<file path="config.mk">
export PLATFORM = sky130hd
export DESIGN_NAME = beam_monitor
export DESIGN_NICKNAME = d
export VERILOG_FILES = /design/src/rtl/beam_monitor_pkg.sv /design/src/rtl/beam_channel.sv /design/src/rtl/beam_monitor.sv
export SDC_FILE = /design/constraint.sdc
export NUM_CORES = 1
export LEC_CHECK = 0
export ABC_AREA = 1
export BUFFER_PORTS_ARGS = -buffer_cell sky130_fd_sc_hd__buf_2
export CORE_MARGIN = 8
export CORE_UTILIZATION = 52
export DETAILED_ROUTE_END_ITERATION = 16
export HOLD_SLACK_MARGIN = 0.08
export PLACE_DENSITY = 0.73
export SKIP_LAST_GASP = 1
export SYNTH_ARGS = -nofsm -noshare
export SYNTH_HDL_FRONTEND = slang
export SYNTH_SLANG_ARGS = --single-unit
</file>
<file path="constraint.sdc">
create_clock -name clk -period 1.54 [get_ports clk]
set_input_delay 0.154 -clock clk [delete_from_list [all_inputs] [get_ports clk]]
set_output_delay 0.154 -clock clk [all_outputs]
set_load 0.03 [all_outputs]
</file>
<file path="src/rtl/beam_monitor_pkg.sv">
// Shared types and default parameter values for the beam monitor.
package beam_monitor_pkg;

  localparam int NCH_DEF       = 4;
  localparam int CLK_DIV_DEF   = 10000;
  localparam int DEB_TICKS_DEF = 3;
  localparam int CNT_W_DEF     = 8;

  // Width of the per-channel stable-tick counter; holds DEB_TICKS up to 15.
  localparam int STABLE_W = 4;

  typedef enum logic {
    IDLE  = 1'b0,
    OFFER = 1'b1
  } offer_state_t;

endpackage

</file>
<file path="src/rtl/beam_channel.sv">
// One break-beam channel: 2-flop synchronizer, tick-based debounce,
// break-edge event, toggle flag and (with BEAM_MONITOR_COUNT_EN) a
// saturating break counter.
module beam_channel
  import beam_monitor_pkg::*;
#(
  parameter int DEB_TICKS = DEB_TICKS_DEF
`ifdef BEAM_MONITOR_COUNT_EN
  , parameter int CNT_W = CNT_W_DEF
`endif
) (
  input  logic clk,
  input  logic rst_n,
  input  logic sense,
  input  logic tick,
  input  logic clr,
  output logic brk,
  output logic toggle,
  output logic brk_evt
`ifdef BEAM_MONITOR_COUNT_EN
  , output logic [CNT_W-1:0] count
`endif
);

  logic                sync1;
  logic                sync2;
  logic [STABLE_W-1:0] stable_cnt;
  logic                differ;
  logic                flip;

  // sense is active-low (0 = broken), brk is active-high
  assign differ = (~sync2) != brk;
  assign flip   = tick && differ && (stable_cnt == STABLE_W'(DEB_TICKS - 1));

  // Synchronizer idles high (beam intact) so reset release cannot fake a break
  always_ff @(posedge clk or negedge rst_n) begin
    if (!rst_n) begin
      sync1 <= 1'b1;
      sync2 <= 1'b1;
    end else begin
      sync1 <= sense;
      sync2 <= sync1;
    end
  end

  // Debounce: count consecutive differing ticks, flip brk on DEB_TICKS
  always_ff @(posedge clk or negedge rst_n) begin
    if (!rst_n) begin
      brk        <= 1'b0;
      stable_cnt <= '0;
      brk_evt    <= 1'b0;
    end else begin
      brk_evt <= flip && !brk;
      if (tick) begin
        if (flip) begin
          brk        <= ~brk;
          stable_cnt <= '0;
        end else if (differ) begin
          stable_cnt <= stable_cnt + 1'b1;
        end else begin
          stable_cnt <= '0;
        end
      end
    end
  end

  // Toggle flips on each break event; clr takes priority over a same-clk event
  always_ff @(posedge clk or negedge rst_n) begin
    if (!rst_n) begin
      toggle <= 1'b0;
    end else if (clr) begin
      toggle <= 1'b0;
    end else if (brk_evt) begin
      toggle <= ~toggle;
    end
  end

`ifdef BEAM_MONITOR_COUNT_EN
  // Saturating break counter
  always_ff @(posedge clk or negedge rst_n) begin
    if (!rst_n) begin
      count <= '0;
    end else if (clr) begin
      count <= '0;
    end else if (brk_evt && !(&count)) begin
      count <= count + 1'b1;
    end
  end
`endif

endmodule

</file>
<file path="src/rtl/beam_monitor.sv">
// Multi-channel break-beam monitor: shared sample-tick prescaler, NCH
// debounced channels, pending-event flags and an IDLE/OFFER handshake FSM
// that offers the lowest pending channel. Define BEAM_MONITOR_COUNT_EN to
// add per-channel saturating break counters and the count port.
module beam_monitor
  import beam_monitor_pkg::*;
#(
  parameter int NCH       = NCH_DEF,
  parameter int CLK_DIV   = CLK_DIV_DEF,
  parameter int DEB_TICKS = DEB_TICKS_DEF,
  parameter int CNT_W     = CNT_W_DEF
) (
  input  logic                                      clk,
  input  logic                                      rst_n,
  input  logic [NCH-1:0]                            sense,
  input  logic                                      clr,
  output logic                                      run,
  output logic [NCH-1:0]                            brk,
  output logic [NCH-1:0]                            toggle,
  output logic                                      evt_valid,
  output logic [((NCH > 1) ? $clog2(NCH) : 1)-1:0]  evt_ch,
  input  logic                                      evt_ready
`ifdef BEAM_MONITOR_COUNT_EN
  , output logic [NCH*CNT_W-1:0]                    count
`endif
);

  localparam int CHW = (NCH > 1) ? $clog2(NCH) : 1;
  localparam int PW  = $clog2(CLK_DIV);

  logic [PW-1:0]  presc;
  logic           tick;
  logic [NCH-1:0] brk_evt;
  logic [NCH-1:0] pending;
  logic [NCH-1:0] accept_mask;
  logic [CHW-1:0] first_pend;
  offer_state_t   state_q;
  offer_state_t   state_d;
  logic           latch_ch;

  assign tick = (presc == PW'(CLK_DIV - 1));

  // Run indicator rises on the first edge after reset release
  always_ff @(posedge clk or negedge rst_n) begin
    if (!rst_n) run <= 1'b0;
    else        run <= 1'b1;
  end

  // Sample-tick prescaler wrapping at CLK_DIV-1
  always_ff @(posedge clk or negedge rst_n) begin
    if (!rst_n)    presc <= '0;
    else if (tick) presc <= '0;
    else           presc <= presc + 1'b1;
  end

  for (genvar i = 0; i < NCH; i++) begin : g_ch
    beam_channel #(
      .DEB_TICKS(DEB_TICKS)
`ifdef BEAM_MONITOR_COUNT_EN
      , .CNT_W(CNT_W)
`endif
    ) u_ch (
      .clk     (clk),
      .rst_n   (rst_n),
      .sense   (sense[i]),
      .tick    (tick),
      .clr     (clr),
      .brk     (brk[i]),
      .toggle  (toggle[i]),
      .brk_evt (brk_evt[i])
`ifdef BEAM_MONITOR_COUNT_EN
      , .count (count[i*CNT_W +: CNT_W])
`endif
    );
  end

  // Lowest-index pending channel
  always_comb begin
    first_pend = '0;
    for (int i = NCH - 1; i >= 0; i--) begin
      if (pending[i]) first_pend = CHW'(i);
    end
  end

  assign accept_mask = (state_q == OFFER && evt_ready) ? (NCH'(1) << evt_ch) : '0;

  // Pending flags: accepted channel clears, a coincident new event re-sets it
  always_ff @(posedge clk or negedge rst_n) begin
    if (!rst_n)   pending <= '0;
    else if (clr) pending <= '0;
    else          pending <= (pending & ~accept_mask) | brk_evt;
  end

  // Offer FSM next-state
  always_comb begin
    state_d  = state_q;
    latch_ch = 1'b0;
    case (state_q)
      IDLE: begin
        if (|pending) begin
          state_d  = OFFER;
          latch_ch = 1'b1;
        end
      end
      OFFER: begin
        if (evt_ready) state_d = IDLE;
      end
      default: state_d = IDLE;
    endcase
    if (clr) state_d = IDLE;
  end

  // Offer FSM state and latched channel index
  always_ff @(posedge clk or negedge rst_n) begin
    if (!rst_n) begin
      state_q <= IDLE;
      evt_ch  <= '0;
    end else begin
      state_q <= state_d;
      if (latch_ch && !clr) evt_ch <= first_pend;
    end
  end

  assign evt_valid = (state_q == OFFER);

endmodule

</file>
==> impl_summary.log, run 1 <==
INFO  metric run_status = complete, no violations
INFO  metric detail_route.vias_per_cell = 4.97
INFO  metric synthFlopType = sky130_fd_sc_hd__dfrtp_1
INFO  metric slew_violations = 0
INFO  metric critical_path_peak_fanout = 7
INFO  metric worst-endpoint-required = 1.81 ns
INFO  metric internal_power = 2.42 mW
INFO  metric clock_tree.buffer_depth = 2
INFO  metric timing_hold_violations_final = 0
INFO  metric power_switching = 0.669 mW
INFO  metric total_clock_sinks = 58
INFO  metric worst_r2r_dst = g_ch[1].u_ch.brk_evt
INFO  metric post_synth_top_area_share = 44.7%
INFO  metric period_needed = 1.46 ns
INFO  metric post_synth_inst_count = 316
INFO  metric max_freq = 683 MHz
INFO  metric grt_usage = 15.8%
INFO  metric critical_path.endpoint = g_ch[1].u_ch.brk_evt
INFO  metric startpoint = presc[1]
INFO  metric power_frac_comb = 3.3%
INFO  metric grt-ovfl-total = 0
INFO  metric power_density = 925 nW/um^2
INFO  metric routedWlPerCell = 12.9 um
INFO  metric io_buffer_count = 19
INFO  metric reg2reg_from = presc[1]
INFO  metric clock_tree_from_tritoncts = built
INFO  metric combinational_family_with_the_most_area_after_synthesis = simple AND/OR/NAND/NOR gates
INFO  metric grt_pass1_wl = 9510 um
INFO  metric final_min_period_over_clock_period = 95.0%
INFO  metric final_antenna_net_count = 0
INFO  metric fp.dieH = 89.3 um
INFO  metric chipWidth = 89.3 um
INFO  metric worst_r2r_path_depth = 8
INFO  metric clk-insertion-delay-late = 0.33 ns
INFO  metric yosys.cell_count.top_type = sky130_fd_sc_hd__nand2_1
INFO  metric crit_path_cell_trace = ha_2 -> nand3_4 -> inv_4 -> nand2_4 -> nor2_8 -> buf_4 -> nand4_2 -> inv_1
INFO  metric reg2reg_slack = 0.08 ns
INFO  metric dpl.hpwl = 3940 um
INFO  metric finish.net_count = 376
INFO  metric synth-compound-area-share = 6.98%
INFO  metric finClkSkew = 0.0100 ns
INFO  metric cts.reportedPaths.clkPinSlew = 0.07 ns
INFO  metric initial_core_util = 54.4%
INFO  metric grt_antenna_before_repair = 0
INFO  metric postLayoutCoreUtil = 64.9%
INFO  metric fraction_of_layout_cells_with_a_size_suffix_above_1 = 20.3%
INFO  metric design.core.area = 5140 um^2
INFO  metric route.vias.total = 2,158
INFO  metric rsz0062_at_grt = yes
INFO  metric top_cells_by_area_in_the_synthesized_netlist = sky130_fd_sc_hd__dfrtp_1, sky130_fd_sc_hd__nand2_1, sky130_fd_sc_hd__dfstp_2
INFO  metric routabilityCongestion = 0.835
INFO  metric synth_xor_xnor_area_share = 4.38%
INFO  metric synth-seq-cells = 58
INFO  metric leakagePower = 1.76 nW
INFO  metric synth.lib_cells_used.distinct = 27
INFO  metric cts-htree-levels = 3
INFO  metric first_pass_iters = 4
INFO  metric cts_root_buf = sky130_fd_sc_hd__clkbuf_8
INFO  metric grt_max_degree = 25
INFO  metric floorplan.rows = 26
INFO  metric clkPwrFrac = 46.3%
INFO  metric io-pin-count = 20
INFO  metric synth_warnings = 0
INFO  metric synth.yosys.seq_area_share = 52.3%
INFO  metric tns = 0 ns
INFO  metric synthAdderAreaFrac = 4.03%
INFO  metric drtIter0Drc = 109
INFO  metric cp_slowest_cell = sky130_fd_sc_hd__dfrtp_1
INFO  metric worstHoldPathType = in -> async
INFO  metric drc = 0
INFO  metric avgSynthCellArea = 8.85 um^2
INFO  metric power.ir.vdd_worst = 602 uV
INFO  metric synth.largest_area_cell = sky130_fd_sc_hd__dfrtp_1
INFO  metric final_cell_area = 3340 um^2
INFO  metric cts_buffer_count = 9
INFO  metric antennaDiodeCount = 0
INFO  metric synth_enable_flop_cells = 0
INFO  metric yosys.area_share.simple = 23.1%
INFO  metric worst_setup_path_start_kind = register
INFO  metric setup_viol_count_final = 0
INFO  metric yosys-mux-area-fraction = 0%
INFO  metric grt_pass1_vias = 2,119
INFO  metric crit_path_max_incr_delay = 0.37 ns
INFO  metric die_area = 7980 um^2
INFO  metric async_flop_share = 100%
INFO  metric path_class = reg -> reg
INFO  metric sequential_cell_fraction_of_total_power = 50.4%
INFO  metric cap_viol_max_count = 0
INFO  metric flow.area_growth_from_synthesis = 19.3%
INFO  metric cp.arrival = 1.73 ns
INFO  metric mappedNetlistNets = 333
INFO  metric routed_wirelength = 5620 um
INFO  metric crit_path_end_kind = register
INFO  metric yosys-top-cells-count = sky130_fd_sc_hd__nand2_1, sky130_fd_sc_hd__dfrtp_1, sky130_fd_sc_hd__inv_1
INFO  metric power_switching_share = 21.7%
INFO  metric post_dp_cell_area = 2980 um^2
INFO  metric syn-cell-area = 2800 um^2
-- cell type report --
class | count | area (um^2)
multi-input cells | 204 | 1110
clock inverters | 4 | 50.0
inverters | 45 | 176
repair buffers | 41 | 290
well taps | 70 | 87.6
fillers | 463 | 1800
flip-flops and latches | 58 | 1460
clock buffers | 12 | 155
-- worst max-delay path: cells and delay by family, from the launching register on --
kind	cells	cell delay, ns
simple gates	4	0.49
buf+inv	3	0.32
fa+ha+maj	1	0.23
flops	1	0.37
-- through the flow --
step / power, mW / hold slack, ns / worst slack, ns / instances
floorplan: 1.61 / -0.142 / 0.113 / 316
global placement: 1.67 / 0.0923 / 0.0748 / 404
CTS: 3.13 / 0.281 / 0.0100 / 427
finish: 3.09 / 0.275 / 0.0765 / 434
detailed placement: 1.67 / 0.100 / 0.0157 / 404
global route: 3.23 / 0.293 / -0.0300 / 434
-- power by group through the flow --
| stage | logic (mW) | clock network (mW) | registers (mW) |
|---|---|---|---|
| 2_1_floorplan | 0.0171 | 0 | 1.59 |
| 3_3_place_gp | 0.0897 | 0 | 1.58 |
| 3_5_place_dp | 0.0911 | 0 | 1.58 |
| 4_1_cts | 0.105 | 1.47 | 1.56 |
| 5_1_grt | 0.116 | 1.56 | 1.56 |
| 6_report | 0.103 | 1.43 | 1.56 |
-- logic make-up after synthesis --
group / after synthesis
other cells: 1
buf+inv: 55
xor+xnor: 14
fa+ha+maj: 9
simple gates: 144
compound gates: 35
flops: 58
-- layer usage --
metal | up-vias | GRT usage [%] | routed length (um)
met3 | 8 | 5.06 | 274
met1 | 1023 | 18.8 | 2490
met2 | 47 | 25.5 | 2770
met4 | 0 | 7.25 | 78
met5 | - | 0 | 0
li1 | 1080 | - | -
-- timing repair --
item,4_1_cts,5_1_grt
endpoints found under the setup margin,0,25
buffers inserted,0,6
resized for setup,0,9
hold buffers,7,0
endpoints found under the hold margin,45,0
-- how the worst min path moves through the flow --
stage,end,slack [ns],cells after the start
after global routing,g_ch[1].u_ch.stable_cnt[3],0.29,2
after CTS,g_ch[1].u_ch.stable_cnt[3],0.28,2
after global placement,g_ch[1].u_ch.stable_cnt[1],0.09,1
final,g_ch[1].u_ch.stable_cnt[3],0.27,2
after floorplan,evt_ch[0],-0.14,0
after detailed placement,g_ch[1].u_ch.stable_cnt[1],0.10,1
-- state kept, by name, summed over array words and instances (netlist names), 2 cells and up --
signal and count:
g_ch.u_ch.brk_evt 4, pending 4, g_ch.u_ch.brk 4, g_ch.u_ch.toggle 4, presc 14, evt_ch 2
g_ch.u_ch.sync2 4, g_ch.u_ch.sync1 4, g_ch.u_ch.stable_cnt 16
-- cell usage in the layout, fill, tap and decap left out, types with 5 or more instances in the layout --
cell type                       Yosys  layout
sky130_fd_sc_hd__o21ai_0            9       7
sky130_fd_sc_hd__dfrtp_1           50      50
sky130_fd_sc_hd__nor2_1            31      31
sky130_fd_sc_hd__dlygate4sd3_1      0       7
sky130_fd_sc_hd__nand2_1           76      75
sky130_fd_sc_hd__dfstp_2            8       8
sky130_fd_sc_hd__buf_4              8      14
sky130_fd_sc_hd__inv_1             42      42
sky130_fd_sc_hd__buf_2              0      19
sky130_fd_sc_hd__xor2_1            10      10
sky130_fd_sc_hd__nor3_1             6       5
sky130_fd_sc_hd__nand4_1           11      11
sky130_fd_sc_hd__o21ai_1           10      12
sky130_fd_sc_hd__ha_1               9       8
sky130_fd_sc_hd__clkbuf_8           0      11
sky130_fd_sc_hd__a21oi_1            8       8
sky130_fd_sc_hd__nand3_1           10      10
Note: power is estimated with default switching activity, not from simulation.
==> inputs of run 2 (changes only) <==
--- a/config.mk
+++ b/config.mk
@@ -5,7 +5,6 @@
 export SDC_FILE = /design/constraint.sdc
 export NUM_CORES = 1
 export LEC_CHECK = 0
-export ABC_AREA = 1
 export BUFFER_PORTS_ARGS = -buffer_cell sky130_fd_sc_hd__buf_2
 export CORE_MARGIN = 8
 export CORE_UTILIZATION = 52
==> run 2 against run 1 <==
The run now ends with negative setup slack left. Combinational power shrank 7%. Cell area up 6.8%. First-iteration DRC count increased by 18%. Worst hold slack got worse by 0.15 ns. Non-clock buffer count grew 33. Synthesized cell count fell by 24%. Critical path depth decreased by 4. Critical endpoint is now g_ch[0].u_ch.stable_cnt[3].
==> impl_summary.log, run 2 <==
INFO  metric run_status = complete, but fails checks
INFO  metric failed_checks = negative setup slack
INFO  metric crit_path_end_kind = register
INFO  metric critical_path_peak_fanout = 5 (-2)
INFO  metric setup_viol_count_final = 32 (+32)
INFO  metric sequential_cell_fraction_of_total_power = 54.9% (+4.5 points)
INFO  metric mappedNetlistNets = 256 (-23%)
INFO  metric synth.largest_area_cell = sky130_fd_sc_hd__dfrtp_1
INFO  metric power_density = 794 nW/um^2 (-14%)
INFO  metric initial_core_util = 54.5% (+0.094 points)
INFO  metric post_synth_inst_count = 239 (-24%)
INFO  metric first_pass_iters = 4 (unchanged)
INFO  metric period_needed = 2.10 ns (+0.633 ns)
INFO  metric clock_tree_from_tritoncts = built
INFO  metric dpl.hpwl = 3600 um (-8.7%)
INFO  metric largest_register_ff_count = 16 (unchanged)
INFO  metric largest_registers = g_ch.u_ch.stable_cnt: 16 flops, presc: 14 flops
INFO  metric routabilityCongestion = 0.788 (-5.6%)
INFO  metric rsz0062_at_grt = yes
INFO  metric worstMarginPinSlew = 0.621 ns
INFO  metric grt_antenna_before_repair = 0 (unchanged)
INFO  metric floorplan.rows = 25 (-3.8%)
INFO  metric cts_root_buf = sky130_fd_sc_hd__clkbuf_8
INFO  metric die_area = 7500 um^2 (-6.1%)
INFO  metric leakagePower = 1.71 nW (-2.8%)
INFO  metric yosys-top-cells-count = sky130_fd_sc_hd__dfrtp_1, sky130_fd_sc_hd__nor2_1, sky130_fd_sc_hd__nand2_1, sky130_fd_sc_hd__o21ai_0, sky130_fd_sc_hd__a21oi_1
INFO  metric grt_max_degree = 26 (+4.0%)
INFO  metric synth_warnings = 0 (unchanged)
INFO  metric power.ir.vdd_worst = 604 uV (+0.17%)
INFO  metric top_cells_by_area_in_the_synthesized_netlist = sky130_fd_sc_hd__dfrtp_1, sky130_fd_sc_hd__dfstp_2, sky130_fd_sc_hd__ha_1
INFO  metric startpoint = presc[6]
INFO  metric mostFrequentLayoutCell = sky130_fd_sc_hd__dfrtp_1
INFO  metric fraction_of_layout_cells_with_a_size_suffix_above_1 = 41.3% (+21 points)
INFO  metric grt_pass1_wl = 9430 um (-0.87%)
INFO  metric routed_wirelength = 5800 um (+3.2%)
INFO  metric synth.yosys.seq_area_share = 56.4% (+4.1 points)
INFO  metric routedWlPerCell = 15.1 um (+17%)
INFO  metric flow.area_growth_from_synthesis = 37.5%
INFO  metric timing.hold.ws = 0.120 ns (-0.154 ns)
INFO  metric power_frac_comb = 3.4% (about the same)
INFO  metric cap_viol_max_count = 0 (unchanged)
INFO  metric drc = 0 (unchanged)
INFO  metric fp.dieH = 86.6 um (-3.1%)
INFO  metric design.core.area = 4750 um^2 (-7.5%)
INFO  metric internal_power = 2.20 mW (-9.0%)
INFO  metric timing.hold.worst.start = clr
INFO  metric route.vias.total = 2,023 (-6.3%)
INFO  metric post_dp_cell_area = 3020 um^2 (+1.4%)
INFO  metric worst_setup_path_start_kind = register
INFO  metric chipWidth = 86.6 um (-3.1%)
INFO  metric detail_route.vias_per_cell = 5.27 (+6.0%)
INFO  metric synthFlopType = sky130_fd_sc_hd__dfrtp_1
INFO  metric drtIter0Drc = 129 (+18%)
INFO  metric synth-seq-cells = 58 (unchanged)
INFO  metric total_clock_sinks = 58 (unchanged)
INFO  metric cts-htree-levels = 3 (unchanged)
INFO  metric grt_usage = 16.3% (+0.45 points)
INFO  metric finClkSkew = 0.00424 ns (-0.00577 ns)
INFO  metric worst-endpoint-required = 1.80 ns (about the same)
INFO  metric post_synth_top_area_share = 48.3% (+3.5 points)
INFO  metric synth_enable_flop_cells = 0 (unchanged)
INFO  metric antennaDiodeCount = 0 (unchanged)
INFO  metric cp.arrival = 2.36 ns (+0.63 ns)
INFO  metric yosys.cell_count.top_type = sky130_fd_sc_hd__dfrtp_1
INFO  metric slew-limit-headroom = 58.4%
INFO  metric final.setup.worst_slack = -0.557 ns (-0.633 ns)
INFO  metric most_flops_register = g_ch.u_ch.stable_cnt
INFO  metric final_min_period_over_clock_period = 136% (+41 points)
INFO  metric cts.reportedPaths.clkPinSlew = 0.06 ns (about the same)
INFO  metric clkPwrFrac = 41.8% (-4.5 points)
INFO  metric async_flop_share = 100% (unchanged)
INFO  metric grt-ovfl-total = 0 (unchanged)
INFO  metric final_cell_area = 3560 um^2 (+6.8%)
INFO  metric final_antenna_net_count = 0 (unchanged)
INFO  metric clk-insertion-delay-late = 0.33 ns (about the same)
INFO  metric cts_buffer_count = 9 (unchanged)
INFO  metric grt_pass1_vias = 2,057 (-2.9%)
INFO  metric io_buffer_count = 19 (unchanged)
INFO  metric power_switching_share = 22.3% (+0.63 points)
INFO  metric syn-cell-area = 2590 um^2 (-7.3%)
INFO  metric worstHoldPathType = in -> reg
INFO  metric max_freq = 477 MHz (-30%)
INFO  metric slew_violations = 0 (unchanged)
INFO  metric io-pin-count = 20 (unchanged)
INFO  metric nFillCells = 329 (-29%)
INFO  metric layout.cells.most_common_list = sky130_fd_sc_hd__dfrtp_1, sky130_fd_sc_hd__buf_4, sky130_fd_sc_hd__nor2_1
INFO  metric timing_hold_violations_final = 0 (unchanged)
INFO  metric synth.lib_cells_used.distinct = 38 (+41%)
INFO  metric finish.net_count = 329 (-13%)
INFO  metric reg2reg_from = presc[6]
INFO  metric avgSynthCellArea = 10.8 um^2 (+23%)
INFO  metric clock_tree.buffer_depth = 2 (unchanged)
INFO  metric path_class = reg -> reg
INFO  metric power_switching = 0.632 mW (-5.6%)
[run 2: cell count changes after synthesis, sizes merged, moves of 4 or more]
cell,previous run,this run
nand2,77,16
inv,45,9
nand4,13,6
nor2,32,26
a21oi,8,13
or3,0,5
xnor2,4,9
nand3,12,8
nor3b,0,4
[run 2: cells by family after synthesis]
kind of cell,count (synthesis),share of synthesized area [%]
xor gates and xnor gates,18,6.08
DFF,58,56.4
muxes,2,0.773
other,1,0.145
AOI/OAI and AO/OA,41,9.46
buffers and inverters,22,4.73
and+or+nand+nor,88,18.1
adders and majority gates,9,4.35
[run 2: path summary, 6_finish.rpt]
kind	end	slack, ns	cells after the start
max in group asynchronous	g_ch[3].u_ch.sync2	0.59	3
min in group asynchronous	g_ch[0].u_ch.brk	0.35	2
max	g_ch[0].u_ch.stable_cnt[3]	-0.56	4
min	pending[3]	0.12	2
max reg2reg	g_ch[0].u_ch.stable_cnt[3]	-0.56	4
min reg2reg	g_ch[2].u_ch.sync2	0.36	0
[run 2: through the flow]
step,cells,setup TNS [ns],setup WS (ns),power [mW],util [%]
CTS,384,-14.62,-0.541,2.85,72.1
detailed placement,353,-10.74,-0.555,1.66,63.5
floorplan,239,-11.07,-0.492,1.60,-
global placement,353,-9.89,-0.519,1.66,63.5
global route,384,-16.54,-0.610,2.93,74.9
finish,384,-14.12,-0.557,2.83,74.9
[run 2: critical path, cell delays in order (launching register included)]
cell and delay (ns):
sky130_fd_sc_hd__dfrtp_1 0.38, sky130_fd_sc_hd__or4b_4 0.54, sky130_fd_sc_hd__or4_4 0.54, sky130_fd_sc_hd__or4_1 0.49, sky130_fd_sc_hd__o21ai_1 0.09
[run 2: power by group through the flow]
| stage | combinational [mW] | clock (mW) | sequential [mW] |
|---|---|---|---|
| 3_5_place_dp | 0.0807 | 0 | 1.58 |
| 4_1_cts | 0.0928 | 1.20 | 1.55 |
| 5_1_grt | 0.107 | 1.27 | 1.55 |
| 6_report | 0.0957 | 1.18 | 1.55 |
| 3_3_place_gp | 0.0794 | 0 | 1.58 |
| 2_1_floorplan | 0.0176 | 0 | 1.58 |
[run 2: what timing repair did]
action	CTS	global route
resized for setup	33	35
buffers inserted	8	2
hold endpoints to repair	22	0
pin swaps	9	16
gates cloned	2	0
endpoints found under the setup margin	32	34
hold buffers	5	0
[run 2: area by class of cell]
class,instances,area (um^2),share of cell area (%)
flip-flops and latches,58,1460,41.0
multi-input cells,160,1220,34.2
repair buffers,74,602,16.9
clock buffers,13,149,4.18
well taps,67,83.8,2.35
inverters,9,33.8,0.948
clock inverters,3,15.0,0.421
[run 2: per-layer routing]
metal  share of wire, %  global-route usage [%]  vias up
met5                  0                       0        -
met4                2.8                    9.08        0
met3                4.2                    4.06       16
met2                 49                    26.5       35
met1                 44                    19.2      990
li1                   -                       -      982
